<file path="src/rtl/ultrasonic_pkg.sv">
// Shared types and default timing for the round-robin HC-SR04 ping scheduler.
package ultrasonic_pkg;
    localparam int CNT_W       = 24;
    localparam int IDX_W       = 3;
    localparam int MAX_SENSORS = 8;

    // Defaults assume a 64 MHz clock.
    localparam int DEF_TRIG_CYCLES    = 640;
    localparam int DEF_TIMEOUT_CYCLES = 2_560_000;
    localparam int DEF_GAP_CYCLES     = 3_840_000;

    typedef enum logic [2:0] {
        IDLE      = 3'd0,
        TRIG      = 3'd1,
        WAIT_RISE = 3'd2,
        MEASURE   = 3'd3,
        EMIT      = 3'd4,
        GAP       = 3'd5
    } state_t;
endpackage

</file>
<file path="src/rtl/ultrasonic_echo_sync.sv">
// Per-channel two-flop echo synchronizer with rise/fall detection on the synchronized level.
module ultrasonic_echo_sync #(
    parameter int NUM_SENSORS = 4
) (
    input  logic                   clk,
    input  logic                   rst,
    input  logic [NUM_SENSORS-1:0] echo,
    output logic [NUM_SENSORS-1:0] echo_rise,
    output logic [NUM_SENSORS-1:0] echo_fall
);
    logic [NUM_SENSORS-1:0] sync1_reg;
    logic [NUM_SENSORS-1:0] sync2_reg;
    logic [NUM_SENSORS-1:0] prev_reg;

    for (genvar gi = 0; gi < NUM_SENSORS; gi++) begin : g_ch
        always_ff @(posedge clk or posedge rst) begin
            if (rst) begin
                sync1_reg[gi] <= 1'b0;
                sync2_reg[gi] <= 1'b0;
                prev_reg[gi]  <= 1'b0;
            end else begin
                sync1_reg[gi] <= echo[gi];
                sync2_reg[gi] <= sync1_reg[gi];
                prev_reg[gi]  <= sync2_reg[gi];
            end
        end

        assign echo_rise[gi] = sync2_reg[gi] & ~prev_reg[gi];
        assign echo_fall[gi] = ~sync2_reg[gi] & prev_reg[gi];
    end
endmodule

</file>
<file path="src/rtl/ultrasonic_scheduler.sv">
// Round-robin HC-SR04 scheduler: trigger one sensor, time its echo, hand the result
// over a valid/ready port, then wait a quiet gap before moving to the next sensor.
module ultrasonic_scheduler
    import ultrasonic_pkg::*;
#(
    parameter int NUM_SENSORS    = 4,
    parameter int TRIG_CYCLES    = DEF_TRIG_CYCLES,
    parameter int TIMEOUT_CYCLES = DEF_TIMEOUT_CYCLES,
    parameter int GAP_CYCLES     = DEF_GAP_CYCLES
) (
    input  logic                   clk,
    input  logic                   rst,
    input  logic                   enable,
    input  logic [NUM_SENSORS-1:0] echo,
    output logic [NUM_SENSORS-1:0] trigger,
    output logic                   result_valid,
    input  logic                   result_ready,
    output logic [IDX_W-1:0]       result_id,
    output logic [CNT_W-1:0]       result_cnt,
    output logic                   result_timeout,
    output logic                   busy
);
    localparam logic [CNT_W-1:0] TRIG_LAST    = CNT_W'(TRIG_CYCLES - 1);
    localparam logic [CNT_W-1:0] TIMEOUT_LAST = CNT_W'(TIMEOUT_CYCLES - 1);
    localparam logic [CNT_W-1:0] TIMEOUT_VAL  = CNT_W'(TIMEOUT_CYCLES);
    localparam logic [CNT_W-1:0] GAP_LAST     = CNT_W'(GAP_CYCLES - 1);
    localparam logic [IDX_W-1:0] IDX_LAST     = IDX_W'(NUM_SENSORS - 1);

    state_t                 state_reg, state_next;
    logic [CNT_W-1:0]       cnt_reg, cnt_next, cnt_inc;
    logic [IDX_W-1:0]       index_reg, index_next, index_wrap;
    logic [NUM_SENSORS-1:0] trigger_reg, trigger_next;
    logic [IDX_W-1:0]       res_id_reg, res_id_next;
    logic [CNT_W-1:0]       res_cnt_reg, res_cnt_next;
    logic                   res_to_reg, res_to_next;

    logic [NUM_SENSORS-1:0] echo_rise, echo_fall;
    logic [MAX_SENSORS-1:0] rise_pad, fall_pad;
    logic                   rise_sel, fall_sel;

    ultrasonic_echo_sync #(
        .NUM_SENSORS(NUM_SENSORS)
    ) u_echo_sync (
        .clk      (clk),
        .rst      (rst),
        .echo     (echo),
        .echo_rise(echo_rise),
        .echo_fall(echo_fall)
    );

    // Only the channel currently being pinged can influence the FSM.
    assign rise_pad   = MAX_SENSORS'(echo_rise);
    assign fall_pad   = MAX_SENSORS'(echo_fall);
    assign rise_sel   = rise_pad[index_reg];
    assign fall_sel   = fall_pad[index_reg];
    assign cnt_inc    = cnt_reg + CNT_W'(1);
    assign index_wrap = (index_reg == IDX_LAST) ? '0 : index_reg + IDX_W'(1);

    always_ff @(posedge clk or posedge rst) begin
        if (rst) begin
            state_reg   <= IDLE;
            cnt_reg     <= '0;
            index_reg   <= '0;
            trigger_reg <= '0;
            res_id_reg  <= '0;
            res_cnt_reg <= '0;
            res_to_reg  <= 1'b0;
        end else begin
            state_reg   <= state_next;
            cnt_reg     <= cnt_next;
            index_reg   <= index_next;
            trigger_reg <= trigger_next;
            res_id_reg  <= res_id_next;
            res_cnt_reg <= res_cnt_next;
            res_to_reg  <= res_to_next;
        end
    end

    // MEASURE is entered one cycle after the rise, so the fall cycle itself still
    // counts as high time; this makes the reported width equal the echo width.
    always_comb begin
        state_next   = state_reg;
        cnt_next     = cnt_reg;
        index_next   = index_reg;
        res_id_next  = res_id_reg;
        res_cnt_next = res_cnt_reg;
        res_to_next  = res_to_reg;
        case (state_reg)
            IDLE: begin
                if (enable) begin
                    state_next = TRIG;
                    cnt_next   = '0;
                end
            end
            TRIG: begin
                if (cnt_reg == TRIG_LAST) begin
                    state_next = WAIT_RISE;
                    cnt_next   = '0;
                end else begin
                    cnt_next = cnt_inc;
                end
            end
            WAIT_RISE: begin
                if (rise_sel) begin
                    state_next = MEASURE;
                    cnt_next   = '0;
                end else if (cnt_reg == TIMEOUT_LAST) begin
                    state_next   = EMIT;
                    cnt_next     = '0;
                    res_id_next  = index_reg;
                    res_cnt_next = '0;
                    res_to_next  = 1'b1;
                end else begin
                    cnt_next = cnt_inc;
                end
            end
            MEASURE: begin
                if (fall_sel) begin
                    state_next   = EMIT;
                    cnt_next     = '0;
                    res_id_next  = index_reg;
                    res_cnt_next = cnt_inc;
                    res_to_next  = 1'b0;
                end else if (cnt_inc == TIMEOUT_VAL) begin
                    state_next   = EMIT;
                    cnt_next     = '0;
                    res_id_next  = index_reg;
                    res_cnt_next = TIMEOUT_VAL;
                    res_to_next  = 1'b1;
                end else begin
                    cnt_next = cnt_inc;
                end
            end
            EMIT: begin
                if (result_ready) begin
                    state_next = GAP;
                    cnt_next   = '0;
                end
            end
            GAP: begin
                if (cnt_reg == GAP_LAST) begin
                    cnt_next   = '0;
                    index_next = index_wrap;
                    state_next = enable ? TRIG : IDLE;
                end else begin
                    cnt_next = cnt_inc;
                end
            end
            default: begin
                state_next = IDLE;
                cnt_next   = '0;
            end
        endcase
    end

    // Trigger is registered from the next state so it is glitch-free and one-hot.
    for (genvar gi = 0; gi < NUM_SENSORS; gi++) begin : g_trig
        assign trigger_next[gi] = (state_next == TRIG) && (index_next == IDX_W'(gi));
    end

    always_comb begin
        result_valid   = (state_reg == EMIT);
        busy           = (state_reg != IDLE);
        trigger        = trigger_reg;
        result_id      = res_id_reg;
        result_cnt     = res_cnt_reg;
        result_timeout = res_to_reg;
    end
endmodule

</file>
<file path="config.mk">
export PLATFORM = sky130hd
export DESIGN_NAME = ultrasonic_scheduler
export DESIGN_NICKNAME = d
export VERILOG_FILES = /design/src/rtl/ultrasonic_pkg.sv /design/src/rtl/ultrasonic_echo_sync.sv /design/src/rtl/ultrasonic_scheduler.sv
export SDC_FILE = /design/constraint.sdc
export NUM_CORES = 1
export LEC_CHECK = 0
export CAP_MARGIN = 20
export CORE_MARGIN = 2
export CORE_UTILIZATION = 44
export CTS_CLUSTER_SIZE = 28
export DETAILED_ROUTE_END_ITERATION = 16
export DONT_BUFFER_PORTS = 1
export GPL_TIMING_DRIVEN = 0
export PLACE_DENSITY = 0.6
export REMOVE_ABC_BUFFERS = 1
export SETUP_SLACK_MARGIN = 0.02
export SYNTH_ARGS = -nofsm -noshare
export SYNTH_HDL_FRONTEND = slang
export SYNTH_SLANG_ARGS = --single-unit
</file>
<file path="constraint.sdc">
create_clock -name clk -period 2.99 [get_ports clk]
set_clock_uncertainty 0.1 [all_clocks]
set_input_delay 0.1495 -clock clk [delete_from_list [all_inputs] [get_ports clk]]
set_output_delay 0.1495 -clock clk [all_outputs]
set_load 0.03 [all_outputs]
</file>
# Yosys cells after proc, flatten, opt, wreduce, memory -nomap -nowiden
# Cells that the tools add are included.
# word_totals
regBits	74
output_inout_bits	34
wordCells	108
in_bits	8
# classes
n_bitwise	16
order_cmp	1
n_eq_ne	19
muxes	41
add_sub_neg	2
n_reduce_logical	10
# op_table
cell	n
24-bit two-way mux	12
24-bit one-hot mux with 6 select lines	1
24-bit by 22-bit == test with 1-bit output (second input constant)	3
24-bit one-hot mux with 2 select lines	1
3-bit two-way mux	15
24-bit by 1-bit adder with 24-bit output (second input constant)	1
24-bit by 10-bit == test with 1-bit output (second input constant)	1
3-bit one-hot mux with 6 select lines	1
3-bit by 2-bit == test with 1-bit output (second input constant)	5
3-bit by 1-bit == test with 1-bit output (second input constant)	3
1-bit bitwise AND	8
1-bit inverter	8
1-bit two-way mux	7
1-bit binary-select mux with 3-bit select	2
3-bit == test (second input constant)	2
3-bit logical NOT	2
2-bit inequality test (second input constant)	3
3-bit one-hot mux with 2 select lines	1
1-bit logical AND	4
3-bit by 4-bit < comparator with 1-bit output (second input constant)	1
4-bit AND reduction	1
3-bit by 1-bit adder with 3-bit output (second input constant)	1
3-bit inequality test (second input constant)	1
3-bit nonzero test	1
other kinds (4)	4

# Logic depth before layout (Yosys ltp)
# Gate-level depths: netlist (run 1).
# logic_depth
depth_word	8
depth_mapped	12

# Modules after synthesis
# Synthesis (run 1) repeated with hierarchy kept, for this count alone.
# unflattened
hier_cells	403
hier_area_um2	3848.7
# by_module_without_submodules
mod	area_each_um2	cells_per_inst	instances	seq_area_each_um2
ultrasonic_scheduler	3474.6	382	1	1551.5
ultrasonic_echo_sync	374.1	21	1	300.3

# Worst setup path before layout (run 1)
# OpenSTA, ideal clock, no wires.
# synth_path
kind	register to register
start	register cnt_reg[0]
end	register res_cnt_reg[4] (netlist: result_cnt[4])
arrival_ps	2588
setup_slack_ps	181
path_buffers	3
setup_time_ps	121
path_stages_with_launch	13
t_required_ps	2769
period_less_slack_ps	2809
path_cell_list	dfrtp_1 -> ha_1 -> buf_2 -> and4_1 -> buf_4 -> nand3_2 -> nor2_1 -> or3b_2 -> a22oi_2 -> and3_4 -> o21ai_4 -> buf_6 -> a22o_1
# synth_between
elab_chain_cells	4
word_cells_on_any_way	8
cone_classes	add/sub (1); eq/ne (4); mux (2); reduce/logical (1)
# synth_rtl
element	line_no	text
start: declaration	ultrasonic_scheduler.sv:30	logic [CNT_W-1:0] cnt_reg, cnt_next, cnt_inc;
start signal: assignment	ultrasonic_scheduler.sv:70	cnt_reg <= cnt_next;
24-bit by 1-bit adder with 24-bit output	ultrasonic_scheduler.sv:56	assign cnt_inc = cnt_reg + CNT_W'(1);
24-bit by 22-bit == test with 1-bit output	ultrasonic_scheduler.sv:124	end else if (cnt_inc == TIMEOUT_VAL) begin
3-bit inequality test (no source line)	n/a	
4-bit AND reduction (no source line)	n/a	
end signal: assignment	ultrasonic_scheduler.sv:74	res_cnt_reg <= res_cnt_next;
end: declaration	ultrasonic_scheduler.sv:34	logic [CNT_W-1:0] res_cnt_reg, res_cnt_next;
# Several ways; a longest one is shown, not always the timed one.
# A chain may end at the register's enable or synchronous reset.

# Worst setup path in the final report (run 1)
# layout_path
start	register cnt_reg[8]
end	register res_id_reg[0] (netlist: result_id[0])
# layout_between
elab_chain_cells	4
word_cells_on_any_way	6
cone_classes	add/sub (1); eq/ne (4); reduce/logical (1)
# layout_rtl
element	line_no	text
24-bit by 1-bit adder with 24-bit output	ultrasonic_scheduler.sv:56	
24-bit by 22-bit == test with 1-bit output	ultrasonic_scheduler.sv:124	
3-bit inequality test (no source line)	n/a	
4-bit AND reduction (no source line) *	n/a	
end signal: assignment	ultrasonic_scheduler.sv:73	res_id_reg <= res_id_next;
end: declaration	ultrasonic_scheduler.sv:33	logic [IDX_W-1:0] res_id_reg, res_id_next;
# Every way passes the cells marked *; elsewhere a longest branch is shown, timed or not.

==> results of run 1 <==
-- layer usage --
metal	vias to the layer above	track usage (%)
met3	30	5.62
met5	-	0
li1	1598	-
met2	140	31.5
met1	1673	30.9
met4	0	9.27
-- area by class of cell --
cell class | instances | area [um^2]
fill | 810 | 4370
multi-input combinational | 307 | 2160
sequential | 74 | 1870
timing repair buffer | 31 | 274
tap | 111 | 139
clock buffer | 10 | 138
clock inverter | 6 | 136
inverter | 16 | 62.6
-- power groups by stage --
stage | combinational, mW | sequential [mW] | clock [mW]
2_1_floorplan | 0.0906 | 1.09 | 0
3_3_place_gp | 0.108 | 1.10 | 0
3_5_place_dp | 0.116 | 1.10 | 0
4_1_cts | 0.127 | 1.08 | 1.08
5_1_grt | 0.154 | 1.10 | 1.12
6_report | 0.134 | 1.09 | 1.07
-- kinds of logic after synthesis --
logic type / count (synthesis) / share of synthesized area, %
AND/OR/NAND/NOR: 165 / 22.0
AO/OA/AOI/OAI: 109 / 19.4
flip-flops: 74 / 45.1
buffers and inverters: 51 / 5.67
XOR/XNOR: 20 / 4.27
multiplexers: 10 / 2.87
adder cells (fa/ha/maj): 2 / 0.610
-- per-stage QoR --
stage,cell area (um^2),TNS (ns),hold slack (ns)
floorplan,3930,-3.11,0.0809
global placement,4070,-61.26,0.0810
detailed placement,4120,-33.35,-0.169
CTS,4630,0,0.00877
global route,4780,0,0.0236
finish,4780,0,0.0247
-- tightest hold or removal path, stage by stage --
cell and delay [ns]:
a2111oi_2 0.08, a31oi_1 0.14, mux2i_1 0.08
-- final timing paths --
check                           slack (ns)                                from                                 end
worst max-delay path                  0.09              cnt_reg[8]$_DFFE_PP0P_            result_id[0]$_DFFE_PP0P_
worst min-delay path                  0.02                        result_ready             cnt_reg[19]$_DFFE_PP0P_
worst max register to register        0.09              cnt_reg[8]$_DFFE_PP0P_            result_id[0]$_DFFE_PP0P_
worst min register to register        0.26  u_echo_sync.sync1_reg[2]$_DFF_PP0_  u_echo_sync.sync2_reg[2]$_DFF_PP0_
max in group asynchronous             2.18                                 rst              cnt_reg[4]$_DFFE_PP0P_
min in group asynchronous             0.05                                 rst          result_cnt[12]$_DFFE_PP0P_
-- cells in the final DEF (no fill, tap or decap), types with 9 or more instances in the layout --
| cell | count |
|---|---|
| nand2_1 | 43 |
| nand3_1 | 15 |
| buf_4 | 20 |
| o21ai_0 | 20 |
| a22o_1 | 17 |
| dfrtp_2 | 14 |
| clkbuf_8 | 10 |
| a31oi_1 | 9 |
| o2bb2ai_1 | 9 |
| xnor2_1 | 15 |
| dfrtp_1 | 60 |
| a21oi_1 | 14 |
| nor2_1 | 29 |
| nand4_1 | 13 |
| inv_1 | 15 |
-- repair_timing --
action                                  CTS  global route
cloned                                    1             0
endpoints found under the hold margin    78             0
setup buffers                            10            12
endpoints found under the setup margin   59            57
resized for setup                        18            21
pin swaps                                 8             8
hold buffers                              5             0
==> impl_metrics.ini, run 1 <==
[yosys]
synth_area_per_cell_um2 = 9.52
ys_async_sr_fraction_pct = 100
synth_ff_type = dfrtp_1
yosysUniqueCellTypes = 66
ys_seq_area_share_pct = 45.1
synth_warnings = 0
synthCells = 431
synth_area_leader_cell = dfrtp_1
yosys.area.top_type_share_pct = 45.1
synth_edf_count = 0
synth_common_cells = dfrtp_1, nand2_1, nor2_1, o21ai_0, a22o_1
synth-seq-cells = 74
syn_area_um2 = 4100
synthTopCellsByArea = dfrtp_1, nand2_1, a22o_1
yosysMostFrequentCell = dfrtp_1

[timing]
max_freq_mhz = 345
rsz0062_at_grt = false
finalSetupViolCount = 0
slew_headroom_pct = 47.6
post-route-min-period_ns = 2.90
fin_crit_sh_pct = 97.1
setup_ws_ns = 0.0878
drv_slew = 0
tightest_slew_ns = 0.785
hold_viol_final = 0

[critical_path]
cp_cell_sequence = nand3_2 > or4_4 > a21oi_1 > nor2_1 > a211o_1 > and3_4 > o21ai_4 > mux2_1
cp_data_arrival_time_ns = 3.04
ff2ff_path_depth = 8
cpPeakStageDelay_ns = 0.56
crit_fanout = 9
crit_cells = 8
cp.required_ns = 3.12
slowest_stage = dfrtp_1
path_class = reg2reg
worstSetupEndpointType = flip-flop
startpoint_type = flip-flop
critPathBufInv = 0
critPathTopFamily = simple AND/OR/NAND/NOR gates

[detailed_routing]
wire_per_inst_um = 19.1
viasPerCell = 6.20
drt-initial-drc-count = 311
final_antenna_net_count = 0
top_layer = met4
met2_wirelength_um = 4630
routed_wl_um = 10600
drt-pass1-iter-count = 5
drt-met1-wl_um = 4870
vias = 3441
dr_wl_met3_um = 778
drc = 0

[clock_network]
numCtsBuffers = 9
clk_pin_slew_ns = 0.08
clk_latency_ns = 0.36
htree_levels = 3
cts_sinks = 74
cts_tree = done
clockBufferDepth = 2
root_buffer = clkbuf_8

[final_layout]
stdcell_count = 555
drive_gt1_share_pct = 20.3
syn_to_final_growth_pct = 16.5
utilization_pct = 52.2
n_antenna_cell = 0
final_nets = 449

[pwr]
p_int_mw = 1.75
leakage_nw = 1.97
p_sw_mw = 0.543
peakVddDrop_mv = 0.234
p_clk_share_pct = 46.5
total_power_mw = 2.29
pwr-share-seq_pct = 47.6
p_per_area_nw_per_um2 = 479
pwr-share-comb_pct = 5.8
p_sw_share_pct = 23.7

[place]
gp_congestion = 0.869
dp.final_hpwl_um = 6870
pre_cts_ws_ns = -1.00
io_buffers = 0
placed_cells = 511

[die]
die_width_um = 101
die_h_um = 101
core_area_um2 = 9150
top_level_ports = 42
start_util_pct = 44.8
die-area_um2 = 10100
num_rows = 35

[global_route]
antenna_found_initial = 0
grt_pass1_vias = 3258
grt_overflow = 0
grt_use_total_pct = 21.8
grt_max_degree = 68
grt_pass1_wl_um = 17200

[min_path]
hold_path_class = in2reg
hold-path-cell-count = 3

[flow_run]
drv_cap = 0

[status]
status = finished, final reports clean
No activity file was read; power rests on OpenSTA's default activity.
==> run 2, diff against run 1 <==
HOLD_SLACK_MARGIN = 0.05   (was not set)
==> run 2 against run 1 <==
Largest power group unchanged; global-route usage about the same; clock-buffer cell count is the same; critical endpoint is now result_timeout$_DFFE_PP0P_; sequential power barely moved; maximum frequency is 0.68% higher; die area is the same.
==> impl_metrics.ini, run 2 (synthesis results as in run 1) <==
[pwr]
peakVddDrop_mv = 0.232
p_clk_share_pct = 46.5
p_sw_share_pct = 23.6
p_per_area_nw_per_um2 = 478
leakage_nw = 1.97
pwr-share-comb_pct = 5.9
p_int_mw = 1.75
pwr-share-seq_pct = 47.6
p_sw_mw = 0.540

[global_route]
grt_pass1_vias = 3265
antenna_found_initial = 0
grt_max_degree = 68
grt_pass1_wl_um = 17200
grt_overflow = 0
grt_use_total_pct = 21.8

[final_layout]
n_antenna_cell = 0
final_nets = 450
syn_to_final_growth_pct = 16.8
drive_gt1_share_pct = 20.2
final_cell_mix = dfrtp_1, nand2_1, nor2_1
final_common_cell = dfrtp_1

[detailed_routing]
routed_wl_um = 10600
drc = 0
dr_wl_met3_um = 799
met2_wirelength_um = 4620
top_layer = met4
final_antenna_net_count = 0
drt-initial-drc-count = 346
drt-pass1-iter-count = 8
viasPerCell = 6.18
wire_per_inst_um = 19.1
drt-met1-wl_um = 4880
vias = 3438

[critical_path]
crit_top_cell = a21oi_1
startpoint_type = flip-flop
cp.required_ns = 3.09
path_class = reg2reg
cp_data_arrival_time_ns = 2.98
r2r_slack_ns = 0.11
cp_cell_sequence = nand3_2 > or4_4 > a21oi_1 > nor2_1 > a211o_1 > and3_4 > o21ai_4 > a21oi_1
cpPeakStageDelay_ns = 0.54
worstSetupEndpointType = flip-flop
crit_fanout = 11
slowest_stage = dfrtp_1

[timing]
hold_viol_final = 0
tightest_slew_ns = 0.786
whs_ns = 0.0474
slew_headroom_pct = 47.6
fin_crit_sh_pct = 96.4
setup_ws_ns = 0.107
drv_slew = 0
finalSetupViolCount = 0
post-route-min-period_ns = 2.88
rsz0062_at_grt = false
tns_ns = 0
max_freq_mhz = 347

[clock_network]
clk_pin_slew_ns = 0.09
clockBufferDepth = 2
cts_tree = done
cts_sinks = 74
numCtsBuffers = 9
htree_levels = 3
root_buffer = clkbuf_8
clk_latency_ns = 0.36

[place]
gp_congestion = 0.869
dp.final_hpwl_um = 6870
io_buffers = 0
pre_cts_ws_ns = -1.00

[die]
die_width_um = 101
num_rows = 35
top_level_ports = 42
die-area_um2 = 10100
core_area_um2 = 9150
die_h_um = 101
start_util_pct = 44.8

[min_path]
hold_path_class = in2async

[status]
status = finished, final reports clean

[flow_run]
drv_cap = 0
## run 2: final timing paths
path / startpoint / cells past startpoint / to
worst max-delay path: cnt_reg[8]$_DFFE_PP0P_ / 8 / result_timeout$_DFFE_PP0P_
worst min-delay path: rst / 2 / result_cnt[12]$_DFFE_PP0P_
worst max register to register: cnt_reg[8]$_DFFE_PP0P_ / 8 / result_timeout$_DFFE_PP0P_
worst min register to register: u_echo_sync.sync1_reg[2]$_DFF_PP0_ / 0 / u_echo_sync.sync2_reg[2]$_DFF_PP0_
max in group asynchronous: rst / 3 / cnt_reg[4]$_DFFE_PP0P_
min in group clk: result_ready / 3 / state_reg[0]$_DFF_PP0_
## run 2: through the flow
step / instance area [um^2] / std cells / power [mW] / util (%)
finish: 4790 / 556 / 2.29 / 52.3
global route: 4790 / 556 / 2.37 / 52.3
CTS: 4640 / 544 / 2.29 / 50.7
detailed placement: 4120 / 511 / 1.22 / 45.0
global placement: 4070 / 507 / 1.21 / 44.4
floorplan: 3930 / 396 / 1.18 / -
## run 2: power groups by stage
| stage | Sequential [mW] | Clock, mW | Combinational (mW) |
|---|---|---|---|
| floorplan | 1.09 | 0 | 0.0906 |
| global placement | 1.10 | 0 | 0.108 |
| detailed placement | 1.10 | 0 | 0.116 |
| CTS | 1.08 | 1.08 | 0.128 |
| global route | 1.10 | 1.12 | 0.155 |
| finish | 1.09 | 1.06 | 0.135 |
## run 2: layout make-up
cell class / count / area (um^2)
Fill cell: 811 / 4360
Multi-Input combinational cell: 307 / 2160
Sequential cell: 74 / 1870
Timing Repair Buffer: 32 / 284
Tap cell: 111 / 139
Clock buffer: 10 / 138
Clock inverter: 6 / 136
Inverter: 16 / 62.6
## run 2: metal layers
metal  GRT usage [%]  vias to the layer above
met5               0                        -
li1                -                     1607
met2            31.5                      148
met4            9.27                        0
met3            5.55                       27
met1            31.0                     1656
## run 2: timing repair
item                                    in CTS  in global routing
pin swaps                                    8                  8
cloned                                       1                  0
hold endpoints to repair                    79                  0
endpoints found under the setup margin      59                 57
buffers inserted                            10                 12
gates resized for setup                     18                 21
hold buffers                                 6                  0
## run 2: critical path, delay by kind of cell (launching register included)
kind	cells	cell delay [ns]
AOI/OAI and AO/OA	4	1.07
and+or+nand+nor	4	1.00
DFF	1	0.54
==> run 3, diff against run 2 <==
CORE_ASPECT_RATIO = 1.1   (was not set)
SETUP_SLACK_MARGIN = 0.4   (was 0.02)
==> run 3 against run 2 <==
Final cell count increased by 5.6%; register-to-register slack improved by 0.03 ns; design area up 13%; sequential cell count is the same; setup slack improved by 0.029 ns; wire length grew 14%; via count is 7.5% higher; combinational power is 11% higher; critical endpoint is now cnt_reg[13]$_DFFE_PP0P_.
==> impl_metrics.ini, run 3 (synthesis results as in run 1) <==
[status]
status = finished, final reports clean

[critical_path]
critPathTopFamily = simple AND/OR/NAND/NOR gates
cp.required_ns = 3.15
cp_cell_sequence = ha_4 > nand4_1 > nor3_4 > buf_4 > buf_6 > nand4_1 > o21ai_1 > o2111a_2 > buf_4 > nand4_4 > buf_6 > a31oi_1 > mux2i_1
cp_data_arrival_time_ns = 3.01
crit_fanout = 6
path_class = reg2reg
r2r_slack_ns = 0.14
cpPeakStageDelay_ns = 0.45
startpoint_type = flip-flop
worstSetupEndpointType = flip-flop
critPathBufInv = 4
slowest_stage = dfrtp_2

[detailed_routing]
routed_wl_um = 12100
viasPerCell = 6.30
wire_per_inst_um = 20.6
final_antenna_net_count = 0
drt-pass1-iter-count = 5
drc = 0
drt-initial-drc-count = 333
vias = 3696

[global_route]
grt_overflow = 0
antenna_found_initial = 0
grt_pass1_vias = 3489
grt_max_degree = 40
grt_use_total_pct = 23.8
grt_pass1_wl_um = 18500

[timing]
rsz0062_at_grt = true
tightest_slew_ns = 0.773
fin_crit_sh_pct = 95.4
drv_slew = 0
finalSetupViolCount = 0
whs_ns = 0.111
tns_ns = 0
hold_viol_final = 0
max_freq_mhz = 350
slew_headroom_pct = 48.1
post-route-min-period_ns = 2.85

[final_layout]
utilization_pct = 60.1
n_antenna_cell = 0
stdcell_count = 587
final_common_cell = dfrtp_1
drive_gt1_share_pct = 33.8
final_cell_mix = dfrtp_1, nand2_1, buf_4
fill_cells = 716
ff_latch_area_um2 = 1880
final_nets = 478
multi_input_area_um2 = 2440
syn_to_final_growth_pct = 31.4

[pwr]
p_per_area_nw_per_um2 = 415
leakage_nw = 2.24
total_power_mw = 2.24
peakVddDrop_mv = 0.261

[flow_run]
drv_cap = 0

[die]
num_rows = 36
die_width_um = 96.1
core_area_um2 = 8960
top_level_ports = 42
die_h_um = 105
start_util_pct = 45.8
die-area_um2 = 10100

[place]
placed_cells = 514
io_buffers = 0
dp.final_hpwl_um = 7160
gp_congestion = 0.918

[clock_network]
numCtsBuffers = 9
clk_pin_slew_ns = 0.09
cts_sinks = 74
root_buffer = clkbuf_8
htree_levels = 3
clockBufferDepth = 2
cts_tree = done
clk_latency_ns = 0.37

[min_path]
hold_path_class = in2reg
==> run 3: changes by cell type in the layout (fill, tap and decap cells not counted), moves of 4 or more <==
cell,before,now
buf_12,1,6
buf_4,20,29
buf_6,1,17
dfrtp_1,60,55
dfrtp_2,14,19
nor2_1,29,24
o21ai_0,20,13
o21ai_2,1,5
o2bb2ai_1,9,4
==> run 3: power breakdown <==
part           internal [mW]  total, mW  switching (mW)
registers               1.03       1.09          0.0618
logic                 0.0528      0.150          0.0968
clock network          0.578      0.995           0.417
total                   1.66       2.24           0.575
==> run 3: path summary, 6_finish.rpt <==
kind                       cells after the start                                  to                                from
max in group asynchronous                      3             cnt_reg[10]$_DFFE_PP0P_                                 rst
hold reg to reg                                0  u_echo_sync.sync2_reg[2]$_DFF_PP0_  u_echo_sync.sync1_reg[2]$_DFF_PP0_
setup / recovery                              13             cnt_reg[13]$_DFFE_PP0P_              cnt_reg[0]$_DFFE_PP0P_
hold / removal                                 5             cnt_reg[23]$_DFFE_PP0P_                              enable
setup reg to reg                              13             cnt_reg[13]$_DFFE_PP0P_              cnt_reg[0]$_DFFE_PP0P_
min in group asynchronous                      2             cnt_reg[17]$_DFFE_PP0P_                                 rst
==> run 3: metrics by stage <==
stage | setup WS, ns | cell area (um^2)
2_1_floorplan | -0.242 | 3930
3_3_place_gp | -2.31 | 4070
3_5_place_dp | -1.10 | 4120
4_1_cts | 0.280 | 4970
5_1_grt | 0.00763 | 5390
6_report | 0.137 | 5390
==> run 3: timing repair <==
action,CTS,global route
cloned,2,0
endpoints found under the setup margin,59,59
hold buffers,6,0
pin swaps,34,23
hold endpoints to repair,81,0
resized for setup,63,57
setup buffers,31,18
==> run 3: worst min-delay path: cells and delay by family <==
kind,cells,cell delay (ns)
compound gates,2,0.18
buf+inv,1,0.03
simple gates,2,0.18
==> run 3: per-layer routing <==
metal | part of all wire, % | track usage, %
met1 | 42 | 32.2
met4 | 3.0 | 8.37
met2 | 49 | 37.5
met5 | 0 | 0
met3 | 6.3 | 4.93
==> run 3: area by class of cell <==
| type | instances | share of cell area, % |
|---|---|---|
| inverters | 16 | 1.16 |
| multi-input cells | 307 | 45.2 |
| clock buffers | 10 | 2.55 |
| repair buffers | 60 | 11.5 |
| flip-flops and latches | 74 | 34.8 |
| clock inverters | 6 | 2.11 |
| well taps | 114 | 2.65 |
